<file path="src/rtl/uart8250_bridge.sv">
// 8250/16450 register-compatible serial port between the CPU toggle-handshake I/O bus
// and the RISC-V service core. RX carries RISC-V -> CPU bytes, TX carries CPU -> RISC-V bytes.
module uart8250_bridge #(
    parameter logic [11:0] BASE_PORT  = 12'h3F8,
    parameter int          DEPTH_LOG2 = 4,
    parameter logic [7:0]  ID_BYTE    = 8'h4D,
    parameter int          ID_COUNT   = 6
) (
    input  logic        clk,
    input  logic        reset_n,
    input  logic [9:0]  r_addr,
    input  logic [31:0] r_din,
    output logic [31:0] r_dout,
    input  logic [3:0]  r_lane,
    input  logic        r_wr,
    input  logic        r_valid,
    output logic        r_ready,
    input  logic [11:0] port,
    input  logic [7:0]  din,
    output logic [7:0]  dout,
    input  logic        cpu_iordin,
    input  logic        cpu_iowrin,
    output logic        cpu_iordout,
    output logic        cpu_iowrout,
    output logic        irq
);
    localparam int D  = 1 << DEPTH_LOG2;
    localparam int CW = DEPTH_LOG2 + 1;
    localparam logic [CW-1:0]         L_FULL  = CW'(D);
    localparam logic [CW-1:0]         L_CONE  = CW'(1);
    localparam logic [DEPTH_LOG2-1:0] L_PONE  = DEPTH_LOG2'(1);

    logic [7:0]            r_rx_mem [D];
    logic [7:0]            r_tx_mem [D];
    logic [DEPTH_LOG2-1:0] r_rx_wp, r_rx_rp, r_tx_wp, r_tx_rp;
    logic [CW-1:0]         r_rx_cnt, r_tx_cnt;
    logic [7:0]            r_rbr_last, r_lcr, r_scr, r_dll, r_dlm;
    logic [1:0]            r_ier;
    logic [4:0]            r_mcr;
    logic                  r_oe, r_thre;

    logic       w_sel, w_iord, w_iowr, w_dlab;
    logic [2:0] w_off;
    logic       w_rd_rbr, w_rd_iir, w_rd_lsr, w_wr_thr, w_wr_ier, w_wr_mcr, w_rts_load;
    logic       w_acc, w_rv_wr, w_rv_push, w_rv_flush, w_rv_rd_data;
    logic       w_rx_empty, w_rx_full, w_rx_push, w_rx_pop, w_oe_set;
    logic       w_tx_empty, w_tx_full, w_tx_push, w_tx_pop, w_thre_set, w_thre_clr;
    logic [7:0] w_iir, w_lsr;
    logic       w_unused;

    assign w_unused = ^{r_addr[9:1], r_din[31:8], r_lane[3:1]};

    // CPU side: a request is pending while the input toggle differs from its acknowledge.
    assign w_sel      = (port[11:3] == BASE_PORT[11:3]);
    assign w_iord     = w_sel & (cpu_iordin ^ cpu_iordout);
    assign w_iowr     = w_sel & (cpu_iowrin ^ cpu_iowrout);
    assign w_off      = port[2:0];
    assign w_dlab     = r_lcr[7];
    assign w_rd_rbr   = w_iord & (w_off == 3'd0) & ~w_dlab;
    assign w_rd_iir   = w_iord & (w_off == 3'd2);
    assign w_rd_lsr   = w_iord & (w_off == 3'd5);
    assign w_wr_thr   = w_iowr & (w_off == 3'd0) & ~w_dlab;
    assign w_wr_ier   = w_iowr & (w_off == 3'd1) & ~w_dlab;
    assign w_wr_mcr   = w_iowr & (w_off == 3'd4);
    assign w_rts_load = w_wr_mcr & din[1] & ~r_mcr[1];

    assign w_acc        = r_valid & ~r_ready;
    assign w_rv_wr      = w_acc & r_wr & r_lane[0];
    assign w_rv_push    = w_rv_wr & ~r_addr[0];
    assign w_rv_flush   = w_rv_wr & r_addr[0] & r_din[0];
    assign w_rv_rd_data = w_acc & ~r_wr & ~r_addr[0];

    // A concurrent CPU pop frees the slot, so a push into a full RX still lands.
    assign w_rx_empty = (r_rx_cnt == '0);
    assign w_rx_full  = (r_rx_cnt == L_FULL);
    assign w_rx_pop   = w_rd_rbr & ~w_rx_empty;
    assign w_rx_push  = w_rv_push & ~w_rts_load & (~w_rx_full | w_rx_pop);
    assign w_oe_set   = w_rv_push & ~w_rts_load & w_rx_full & ~w_rx_pop;

    assign w_tx_empty = (r_tx_cnt == '0);
    assign w_tx_full  = (r_tx_cnt == L_FULL);
    assign w_tx_pop   = w_rv_rd_data & ~w_tx_empty;
    assign w_tx_push  = w_wr_thr & ~w_tx_full & ~w_rv_flush;
    assign w_thre_set = (w_tx_pop & ~w_tx_push & (r_tx_cnt == L_CONE))
                      | (w_wr_ier & din[1] & ~r_ier[1] & w_tx_empty);
    assign w_thre_clr = w_wr_thr | (w_rd_iir & (w_iir == 8'h02));

    assign w_iir = (r_ier[0] & ~w_rx_empty) ? 8'h04 :
                   (r_ier[1] & r_thre)      ? 8'h02 : 8'h01;
    assign w_lsr = {1'b0, w_tx_empty, ~w_tx_full, 3'b000, r_oe, ~w_rx_empty};

    always_comb begin
        dout = 8'h00;
        if (w_sel) begin
            case (w_off)
                3'd0:    dout = w_dlab ? r_dll : (w_rx_empty ? r_rbr_last : r_rx_mem[r_rx_rp]);
                3'd1:    dout = w_dlab ? r_dlm : {6'b0, r_ier};
                3'd2:    dout = w_iir;
                3'd3:    dout = r_lcr;
                3'd4:    dout = {3'b0, r_mcr};
                3'd5:    dout = w_lsr;
                3'd6:    dout = 8'hB0;
                default: dout = r_scr;
            endcase
        end
    end

    // RTS load overwrites the first ID_COUNT slots; it suppresses any push in that cycle.
    always_ff @(posedge clk) begin
        if (w_rx_push) r_rx_mem[r_rx_wp] <= r_din[7:0];
        for (int i = 0; i < D; i++) begin
            if (w_rts_load && i < ID_COUNT) r_rx_mem[i] <= ID_BYTE;
        end
        if (w_tx_push) r_tx_mem[r_tx_wp] <= din;
    end

    always_ff @(posedge clk or negedge reset_n) begin
        if (!reset_n) begin
            cpu_iordout <= 1'b0;
            cpu_iowrout <= 1'b0;
            r_ready     <= 1'b0;
            r_dout      <= 32'h0;
            irq         <= 1'b0;
            r_rx_wp     <= '0;
            r_rx_rp     <= '0;
            r_rx_cnt    <= '0;
            r_tx_wp     <= '0;
            r_tx_rp     <= '0;
            r_tx_cnt    <= '0;
            r_rbr_last  <= 8'h00;
            r_ier       <= 2'b00;
            r_lcr       <= 8'h00;
            r_mcr       <= 5'h00;
            r_scr       <= 8'h00;
            r_dll       <= 8'h0C;
            r_dlm       <= 8'h00;
            r_oe        <= 1'b0;
            r_thre      <= 1'b1;
        end else begin
            cpu_iordout <= cpu_iordin;
            cpu_iowrout <= cpu_iowrin;
            r_ready     <= w_acc;
            irq         <= r_mcr[3] & (w_iir != 8'h01);

            if (w_acc) begin
                if (r_wr)            r_dout <= 32'h0;
                else if (r_addr[0])  r_dout <= {15'b0, r_oe, 8'(r_tx_cnt), 8'(r_rx_cnt)};
                else if (w_tx_empty) r_dout <= 32'h0;
                else                 r_dout <= {23'b0, 1'b1, r_tx_mem[r_tx_rp]};
            end

            if (w_rts_load) begin
                r_rx_rp  <= '0;
                r_rx_wp  <= DEPTH_LOG2'(ID_COUNT);
                r_rx_cnt <= CW'(ID_COUNT);
            end else begin
                if (w_rx_push) r_rx_wp <= r_rx_wp + L_PONE;
                if (w_rx_pop) begin
                    r_rx_rp    <= r_rx_rp + L_PONE;
                    r_rbr_last <= r_rx_mem[r_rx_rp];
                end
                if (w_rx_push && !w_rx_pop)      r_rx_cnt <= r_rx_cnt + L_CONE;
                else if (!w_rx_push && w_rx_pop) r_rx_cnt <= r_rx_cnt - L_CONE;
            end

            if (w_rv_flush) begin
                r_tx_wp  <= '0;
                r_tx_rp  <= '0;
                r_tx_cnt <= '0;
            end else begin
                if (w_tx_push) r_tx_wp <= r_tx_wp + L_PONE;
                if (w_tx_pop)  r_tx_rp <= r_tx_rp + L_PONE;
                if (w_tx_push && !w_tx_pop)      r_tx_cnt <= r_tx_cnt + L_CONE;
                else if (!w_tx_push && w_tx_pop) r_tx_cnt <= r_tx_cnt - L_CONE;
            end

            // A set in the same cycle as an LSR read wins so the overrun is not lost.
            if (w_rts_load)    r_oe <= 1'b0;
            else if (w_oe_set) r_oe <= 1'b1;
            else if (w_rd_lsr) r_oe <= 1'b0;

            if (w_thre_set)      r_thre <= 1'b1;
            else if (w_thre_clr) r_thre <= 1'b0;

            if (w_iowr) begin
                case (w_off)
                    3'd0: if (w_dlab) r_dll <= din;
                    3'd1: if (w_dlab) r_dlm <= din; else r_ier <= din[1:0];
                    3'd3: r_lcr <= din;
                    3'd4: r_mcr <= din[4:0];
                    3'd7: r_scr <= din;
                    default: ;
                endcase
            end
        end
    end
endmodule

</file>
<file path="config.mk">
export PLATFORM = sky130hd
export DESIGN_NAME = uart8250_bridge
export DESIGN_NICKNAME = d
export VERILOG_FILES = /design/src/rtl/uart8250_bridge.sv
export SDC_FILE = /design/constraint.sdc
export NUM_CORES = 1
export LEC_CHECK = 0
export CORE_ASPECT_RATIO = 0.8
export CORE_MARGIN = 2
export CORE_UTILIZATION = 40
export CTS_CLUSTER_SIZE = 8
export DETAILED_ROUTE_END_ITERATION = 10
export SETUP_SLACK_MARGIN = 0.02
export SYNTH_ARGS = -nofsm -noshare
export SYNTH_HDL_FRONTEND = slang
export SYNTH_SLANG_ARGS = --single-unit
</file>
<file path="constraint.sdc">
create_clock -name clk -period 6.94 [get_ports clk]
set_input_delay 1.388 -clock clk [delete_from_list [all_inputs] [get_ports clk]]
set_output_delay 1.388 -clock clk [all_outputs]
set_load 0.02 [all_outputs]
</file>
== Yosys cells after proc, flatten, opt, wreduce, memory -nomap -nowiden ==
Memory sizes are Yosys's and may differ from the RTL's.
Cells that the tools add are included.
Storage, ports and cells
  bits in writable memories: 256
  bits in registers: 111
  memories: 2
  word-level logic and storage cells: 165
  input port bits: 72
  output and inout port bits: 44
Operators by class
  equal/unequal tests: 13
  reduce and logical (&&, ||, !) cells: 27
  bitwise logic cells: 57
  $add $sub $neg: 8
  muxes and demuxes: 38
Memories
  r_rx_mem: depth 16, bits a word 8, read ports 1, clocked after memory_dff 0, wr ports 6, RTL line 33  | logic [7:0] r_rx_mem [D];
  r_tx_mem: depth 16, bits a word 8, read ports 1, clocked after memory_dff 0, wr ports 1, RTL line 34  | logic [7:0] r_tx_mem [D];
Operators with widths (number)
  case mux 8 bit (7 select lines): 1
  2-to-1 mux 8 bit: 5
  bitwise AND 1 bit: 38
  2-to-1 mux 4 bit: 9
  2-to-1 mux 17 bit: 2
  2-to-1 mux 5 bit: 6
  adder 4 x 1 -> 4 bit (second input constant): 4
  NOT 1 bit: 14
  == test 3 bit (second input constant): 4
  2-to-1 mux 1 bit: 12
  adder 5 x 1 -> 5 bit (second input constant): 2
  == test 5 bit (second input constant): 2
  logical NOT 5 bit: 2
  nonzero test 2 bit: 5
  subtractor 5 x 1 -> 5 bit (second input constant): 2
  == test 9 x 7 -> 1 bit (second input constant): 1
  2-to-1 mux 9 bit: 1
  AND reduction 3 bit: 3
  nonzero test 3 bit: 3
  == test 8 x 2 -> 1 bit (second input constant): 1
  AND reduction 2 bit: 4
  OR reduction 8 bit: 1
  == test 3 x 2 -> 1 bit (second input constant): 2
  == test 5 x 1 -> 1 bit (second input constant): 1
  other kinds (9): 18

== Depth between registers and ports, before layout ==
Gate-level depths: netlist of run 1.
  depth after elaboration: 13
  depth in mapped cells: 16
  gate-level depth less buffers: 13

== Worst setup path after synthesis of run 1 ==
Ideal clock, no wire load.
  kind: input-to-output
  start point: in port[1]
  end point: out dout[7]
  stages: 7
  path buffers: 3
  required time: 5.552 ns
  arrival: 2.987 ns
  setup slack: 2.565 ns
  cells stage by stage: clkbuf_1 clkbuf_1 clkbuf_1 o21ai_0 a221oi_1 o31ai_1 a21oi_1
On the way
  longest elaborated chain between the ends: 3
  elaborated cells between the ends (all ways): 9
  those cells by class: eq/ne: 6; mux: 2; reduce/logical: 1
RTL lines
  start: declaration: RTL line 18  | input logic [11:0] port,
  == test 3 bit (tied with other cells): RTL line 95  | case (w_off)
  case mux 8 bit (7 select lines) *: RTL line 95
  2-to-1 mux 8 bit *: RTL line 94  | if (w_sel) begin
  end: declaration: RTL line 20  | output logic [7:0] dout,
Mark *: on every way between the ends. The rest lies on a longest branch, timed or not.

== Worst setup path in the final report of run 1 ==
  start point: reg r_rx_rp[0]
  end point: out dout[4]
On the way
  longest elaborated chain between the ends: 5
RTL lines
  start: declaration: RTL line 35  | logic [DEPTH_LOG2-1:0] r_rx_wp, r_rx_rp, r_tx_wp, r_tx_rp;
  start signal: assignment: RTL line 159  | r_rx_rp <= r_rx_rp + L_PONE;
  memory (16 x 8 bit)
  2-to-1 mux 8 bit (2 in a row): RTL line 96  | 3'd0: dout = w_dlab ? r_dll : (w_rx_empty ? r_rbr_last : r_rx_mem[r_rx_rp]);
  case mux 8 bit (7 select lines): RTL line 95
  2-to-1 mux 8 bit: RTL line 94
No other way between the ends.

==> results of run 1 <==
==> sequential cells by signal, summed over array words and instances, names as in the netlist <==
| name | count |
|---|---|
| r_rbr_last | 8 |
| r_ready | 1 |
| r_ier | 2 |
| r_tx_wp | 4 |
| r_dout | 14 |
| r_oe | 1 |
| r_dll | 8 |
| r_tx_rp | 4 |
| r_rx_wp | 4 |
| cpu_iordout | 1 |
| r_dlm | 8 |
| r_rx_mem | 128 |
| cpu_iowrout | 1 |
| r_tx_mem | 128 |
| r_rx_cnt | 5 |
| r_mcr | 5 |
| r_lcr | 8 |
| r_scr | 8 |
| r_rx_rp | 4 |
| r_tx_cnt | 5 |
| r_thre | 1 |
| irq | 1 |
==> power by group <==
| group | switching, mW | total, mW | internal, mW |
|---|---|---|---|
| sequential | 0.185 | 2.57 | 2.38 |
| combinational | 0.519 | 1.02 | 0.500 |
| clock | 0.851 | 2.17 | 1.32 |
| total | 1.55 | 5.76 | 4.20 |
==> critical path: cells and delay by family, from the launching register on <==
family / cells / cell delay [ps]
flops: 1 / 1020
mux: 1 / 180
buf+inv: 1 / 630
compound gates: 5 / 1960
==> per-layer routing <==
layer  track usage [%]  wire, µm  vias to the layer above
met4              4.56       601                        0
met3              3.93      2490                       48
met1              29.4     18300                     4723
li1                  -         -                     4144
met5                 0         0                        -
met2              27.2     15800                      311
==> worst paths after layout <==
check                                from             end  slack [ps]  depth (start not counted)
setup / recovery               r_rx_rp[0]         dout[4]        1170                          7
hold / removal             r_rx_mem[1][0]  r_rx_mem[1][0]         470                          2
setup reg to reg              cpu_iowrout     r_rx_cnt[4]        3170                         14
hold reg to reg            r_rx_mem[1][0]  r_rx_mem[1][0]         470                          2
max in group asynchronous         reset_n      r_rx_rp[0]        4850                          2
min in group asynchronous         reset_n        r_scr[0]         800                          1
==> synth_stat cells, types with 7 or more instances <==
cell type,instances
a21oi_1,18
dfxtp_1,48
o21ai_0,31
a221oi_1,18
o22ai_1,7
inv_1,19
dfrtp_1,90
xor2_1,9
a31oi_1,7
nor2_1,87
buf_4,18
nand2_1,76
and2_1,7
mux2i_1,85
a22o_1,9
xnor2_1,10
and3_1,8
edfxtp_1,208
ha_1,16
mux2_2,40
nand3_1,16
buf_2,14
a22oi_1,9
a21o_1,9
mux4_2,57
clkbuf_1,40
==> logic make-up (layout without fill, tap and decap cells) <==
group	after synthesis	after routing	share of synthesized area, %
and+or+nand+nor	252	252	8.40
other	1	18	0.0246
adders and majority gates	17	17	1.44
muxes	182	182	16.9
DFF	349	349	62.5
AOI/OAI and AO/OA	140	140	6.63
xor gates and xnor gates	19	19	1.09
buffers and inverters	99	189	3.04
==> area by class of cell <==
class | instances | area (µm²) | share of cell area [%]
Multi-Input combinational cell | 628 | 5340 | 30.2
Tap cell | 487 | 609 | 3.44
Timing Repair Buffer | 78 | 736 | 4.16
Sequential cell | 349 | 9540 | 53.9
Inverter | 20 | 75.1 | 0.424
Clock buffer | 88 | 1370 | 7.76
Clock inverter | 3 | 22.5 | 0.127
==> flow_summary.toml, run 1 <==
[grt]
grt_pass1_vias = 8993
grt_first_pass_wirelength_um = 56500
largest_net_degree_at_the_start_of_global_routing = 62
track_usage_pct = 19.0
antenna_found_initial = 0
globalRoute.totalOverflow = 0

[yosys]
synth_area_mm2 = 0.0153
ys_async_sr_fraction_pct = 26.6
count_of_flip_flops_with_a_built_in_enable_after_synthesis = 208
mean_instance_size_in_the_synthesized_netlist_um2 = 14.4
synth_area_leaders = "edfxtp_1 (41%), dfrtp_1 (15%), mux4_2 (8.4%), dfxtp_1 (6.3%), mux2i_1 (5.6%)"
ys_ff_latch = 349
netlist_instances = 1059
postSynth.topFlopCell = "edfxtp_1"
yosys.cell_types.count = 70
ys_seq_area_share_pct = 62.5
post-synth-top-area-cell = "edfxtp_1"
synthesis.yosys.warnings = 0
synth_largest_type_area_fraction_pct = 40.9

[timing]
number_of_pins_with_negative_max_slew_slack_in_the_final_report = 0
final.period_utilization_pct = 83.1
setup_violations = 0
grt_setup_unrepaired = "no"
clock-skew-final_ps = 21.4
worst_case_hold_slack_ps = 470
slew_at_the_pin_closest_to_its_max_slew_limit_ps = 1020
layout_setup_ws_ps = 1170
fin_setup_tns_ps = 0
clock.fmax_mhz = 173
min_cycle_time_layout_ps = 5770
finalHoldViolCount = 0
worst_slew_margin_rel_pct = 32.0

[detailed_routing]
num_vias = 9226
drtAntennaViolNets = 0
vias_per_cell = 5.58
wirelength_um = 37100
drt_first_iter_violations = 876
detail_route.wl_per_cell_um = 22.5
drc = 0
drt-pass1-iter-count = 7

[setup_path]
startpoint_class = "flop"
crit_top_cell = "a221oi_1"
cp_slowest_stage_delay_ps = 1020
chain_of_cells_forming_the_critical_path = "mux2i_1, a221oi_1, o21a_1, a221oi_1, a2111oi_0, o221a_1, clkdlybuf4s50_1"
crit_slowest_cell = "dfrtp_2"
cp_data_required_time_ps = 5550
worst_ep_arrival_time_ps = 4380
crit_type = "reg -> out"
critical_path.max_fanout = 34
critPathCaptureType = "output pin"

[die]
die_y_um = 179
row_count = 63
start_util_pct = 40.9
boundaryPins = 116
core_mm2 = 0.0374
die_width_um = 222
die_area_mm2 = 0.0398

[cells_and_area]
most_common_library_cell_in_the_layout_ignoring_fill_and_taps = "edfxtp_1"
diodes = 0
layout.core_utilization_pct = 47.4
commonest_cells_after_routing_fill_and_taps_aside = "edfxtp_1 (208), dfrtp_1 (88), nor2_1 (87)"
postLayoutCellArea_mm2 = 0.0177
final_cells = 1653
final_layout_size_suffix_gt1_share_pct = 16.2
num-nets-final = 1215
syn_to_final_growth_pct = 15.9
layout.filler_cells = 3277

[clock_tree]
tritoncts_clock_tree = "done"
cts_hold_buf = 0
cts.reportedPaths.clkPinSlew_ps = 50
root_buffer_selected_by_cts = "clkbuf_16"
postCtsSetupBuffers = 0
worst_skew_pair.late_latency_ps = 550
clock_path_buffers = 3
tritoncts.num_buffers = 49
post_cts.resized_instances = 0
clock_sink_count = 349
cts-htree-levels = 2

[placed_design]
postPlaceCellArea_mm2 = 0.0163
number_of_input_and_output_port_buffers_inserted = 61
dp_worst_setup_slack_ps = 1530
globalplace.congestion = 0.879
dpl.hpwl_um = 24500
dp_cells = 1562

[min_path]
min_path_type = "reg -> reg"

[flow_run]
maxCapViolations = 0

[pwr]
irDropWorstVdd_mv = 0.149
power_density_mw_per_mm2 = 325
post-layout-total-power_mw = 5.76
p_leak_nw = 6.49

[status]
run_status = "completed"
(Power assumes the default switching activity.)
==> run 2: changes to the inputs <==
==> constraint.sdc (replaced) <==
create_clock -name clk -period 5.83 [get_ports clk]
set_input_delay 1.166 -clock clk [delete_from_list [all_inputs] [get_ports clk]]
set_output_delay 1.166 -clock clk [all_outputs]
set_load 0.02 [all_outputs]
==> run 2 against run 1 <==
Effect of this change:
- flip-flop and latch count stayed put
- power is 19% higher
- count of clock-buffer cells in the layout is 3 higher
- register-to-register slack worse by 930 ps
- sequential power is 19% higher
- critical path depth stayed put
- clock power is 21% higher
- final area is 0.52% higher
- wire length is 0.60% higher
- setup slack worse by 560 ps
- worst hold slack worse by 0.82 ps
- highest routed layer unchanged
==> flow_summary.toml, run 2 (synthesis gave the netlist of run 1 again) <==
[cells_and_area]
layout.core_utilization_pct = 47.6
multiInputGateArea_mm2 = 0.00534
commonest_cells_after_routing_fill_and_taps_aside = "edfxtp_1 (208), dfrtp_1 (88), nor2_1 (87)"
reg_top3 = "r_rx_mem: 128 flops, r_tx_mem: 128 flops, r_dout: 14 flops"
sequential_cell_area_mm2 = 0.00954
diodes = 0
postLayoutCellArea_mm2 = 0.0178
layout.filler_cells = 3254
final_layout_size_suffix_gt1_share_pct = 16.7
most_common_library_cell_in_the_layout_ignoring_fill_and_taps = "edfxtp_1"
syn_to_final_growth_pct = 16.5
num-nets-final = 1222

[clock_tree]
cts_hold_buf = 0
clock_sink_count = 349
tritoncts.num_buffers = 49
clock_path_buffers = 3
postCtsSetupBuffers = 0
worst_skew_pair.late_latency_ps = 550
cts-htree-levels = 2
cts.reportedPaths.clkPinSlew_ps = 50
post_cts.resized_instances = 0
root_buffer_selected_by_cts = "clkbuf_16"
tritoncts_clock_tree = "done"

[setup_path]
crit_type = "reg -> out"
startpoint_class = "flop"
cp_data_required_time_ps = 4660
r2r-start = "r_lcr[7]"
critical_path.max_fanout = 17
worst_ep_arrival_time_ps = 4050
cp-startpoint = "r_rx_rp[2]"
critPathCaptureType = "output pin"

[timing]
worst_case_hold_slack_ps = 469
grt_setup_unrepaired = "no"
final.period_utilization_pct = 89.4
worst_slew_margin_rel_pct = 28.2
fin_setup_tns_ps = 0
min_cycle_time_layout_ps = 5210
number_of_pins_with_negative_max_slew_slack_in_the_final_report = 0
setup_violations = 0
slew_at_the_pin_closest_to_its_max_slew_limit_ps = 1070
clock-skew-final_ps = 25.5
clock.fmax_mhz = 192
finalHoldViolCount = 0

[pwr]
netSwitchingFraction_pct = 26.5
power.net_switching_mw = 1.82
p_leak_nw = 6.54
pwr-share-comb_pct = 17.1
power_density_mw_per_mm2 = 387
seq_power_share_pct = 44.7
irDropWorstVdd_mv = 0.222
clock_power_share_pct = 38.2
power.internal_mw = 5.06

[die]
start_util_pct = 40.9
die_area_mm2 = 0.0398
boundaryPins = 116
die_width_um = 222
core_mm2 = 0.0374
die_y_um = 179
row_count = 63

[detailed_routing]
drt_first_iter_violations = 762
drtAntennaViolNets = 0
detail_route.wl_per_cell_um = 22.5
wirelength_um = 37300
drt-pass1-iter-count = 6
vias_per_cell = 5.48
drc = 0
num_vias = 9095

[placed_design]
postPlaceCellArea_mm2 = 0.0164
dpl.hpwl_um = 24900
number_of_input_and_output_port_buffers_inserted = 61
globalplace.congestion = 0.872

[flow_run]
maxCapViolations = 0

[grt]
grt_pass1_vias = 8961
antenna_found_initial = 0
largest_net_degree_at_the_start_of_global_routing = 59
globalRoute.totalOverflow = 0
grt_first_pass_wirelength_um = 56700
track_usage_pct = 19.0

[status]
run_status = "completed"

[min_path]
worstHoldStart = "r_rx_mem[1][0]"
min_path_type = "reg -> reg"
-- run 2: area by class of cell --
cell class | instances | share of cell area, %
inverters | 20 | 0.422
clock inverters | 1 | 0.0492
multi-input cells | 628 | 30.0
clock buffers | 91 | 8.02
well taps | 487 | 3.43
flip-flops and latches | 349 | 53.6
repair buffers | 85 | 4.43
-- run 2: worst paths after layout --
kind / to / slack [ps] / cells past startpoint
max in group asynchronous: r_tx_rp[0] / 4070 / 2
setup reg to reg: r_rx_cnt[4] / 2240 / 12
setup / recovery: dout[4] / 620 / 7
hold reg to reg: r_rx_mem[1][0] / 470 / 2
min in group asynchronous: r_dlm[6] / 710 / 1
hold / removal: r_rx_mem[1][0] / 470 / 2
-- run 2: power groups by stage --
stage	sequential [mW]	combinational [mW]	clock [mW]
4_1_cts	3.07	1.19	2.67
3_5_place_dp	3.11	1.18	0
2_1_floorplan	3.03	0.871	0
3_3_place_gp	3.11	1.17	0
6_report	3.07	1.18	2.63
5_1_grt	3.10	1.30	2.79
-- run 2: layer usage --
layer | wire length (µm) | track usage [%] | up-vias
li1 | - | - | 4162
met1 | 18500 | 29.2 | 4629
met2 | 15600 | 27.1 | 259
met3 | 2670 | 4.72 | 45
met4 | 522 | 4.00 | 0
met5 | 0 | 0 | -
-- run 2: critical path, stage by stage, from the launching register on --
cell and delay, ps:
dfrtp_1 520, and2_1 430, a221oi_1 630, o21a_1 180, a221oi_1 70, a2111oi_0 680
o221a_1 360, clkdlybuf4s50_1 640
-- run 2: metrics by stage --
stage / cells / worst slack (ps) / power, mW
6_report: 1661 / 618 / 6.88
5_1_grt: 1661 / 432 / 7.19
4_1_cts: 1661 / 621 / 6.93
3_5_place_dp: 1569 / 816 / 4.30
3_3_place_gp: 1569 / 816 / 4.28
2_1_floorplan: 1076 / 1900 / 3.90
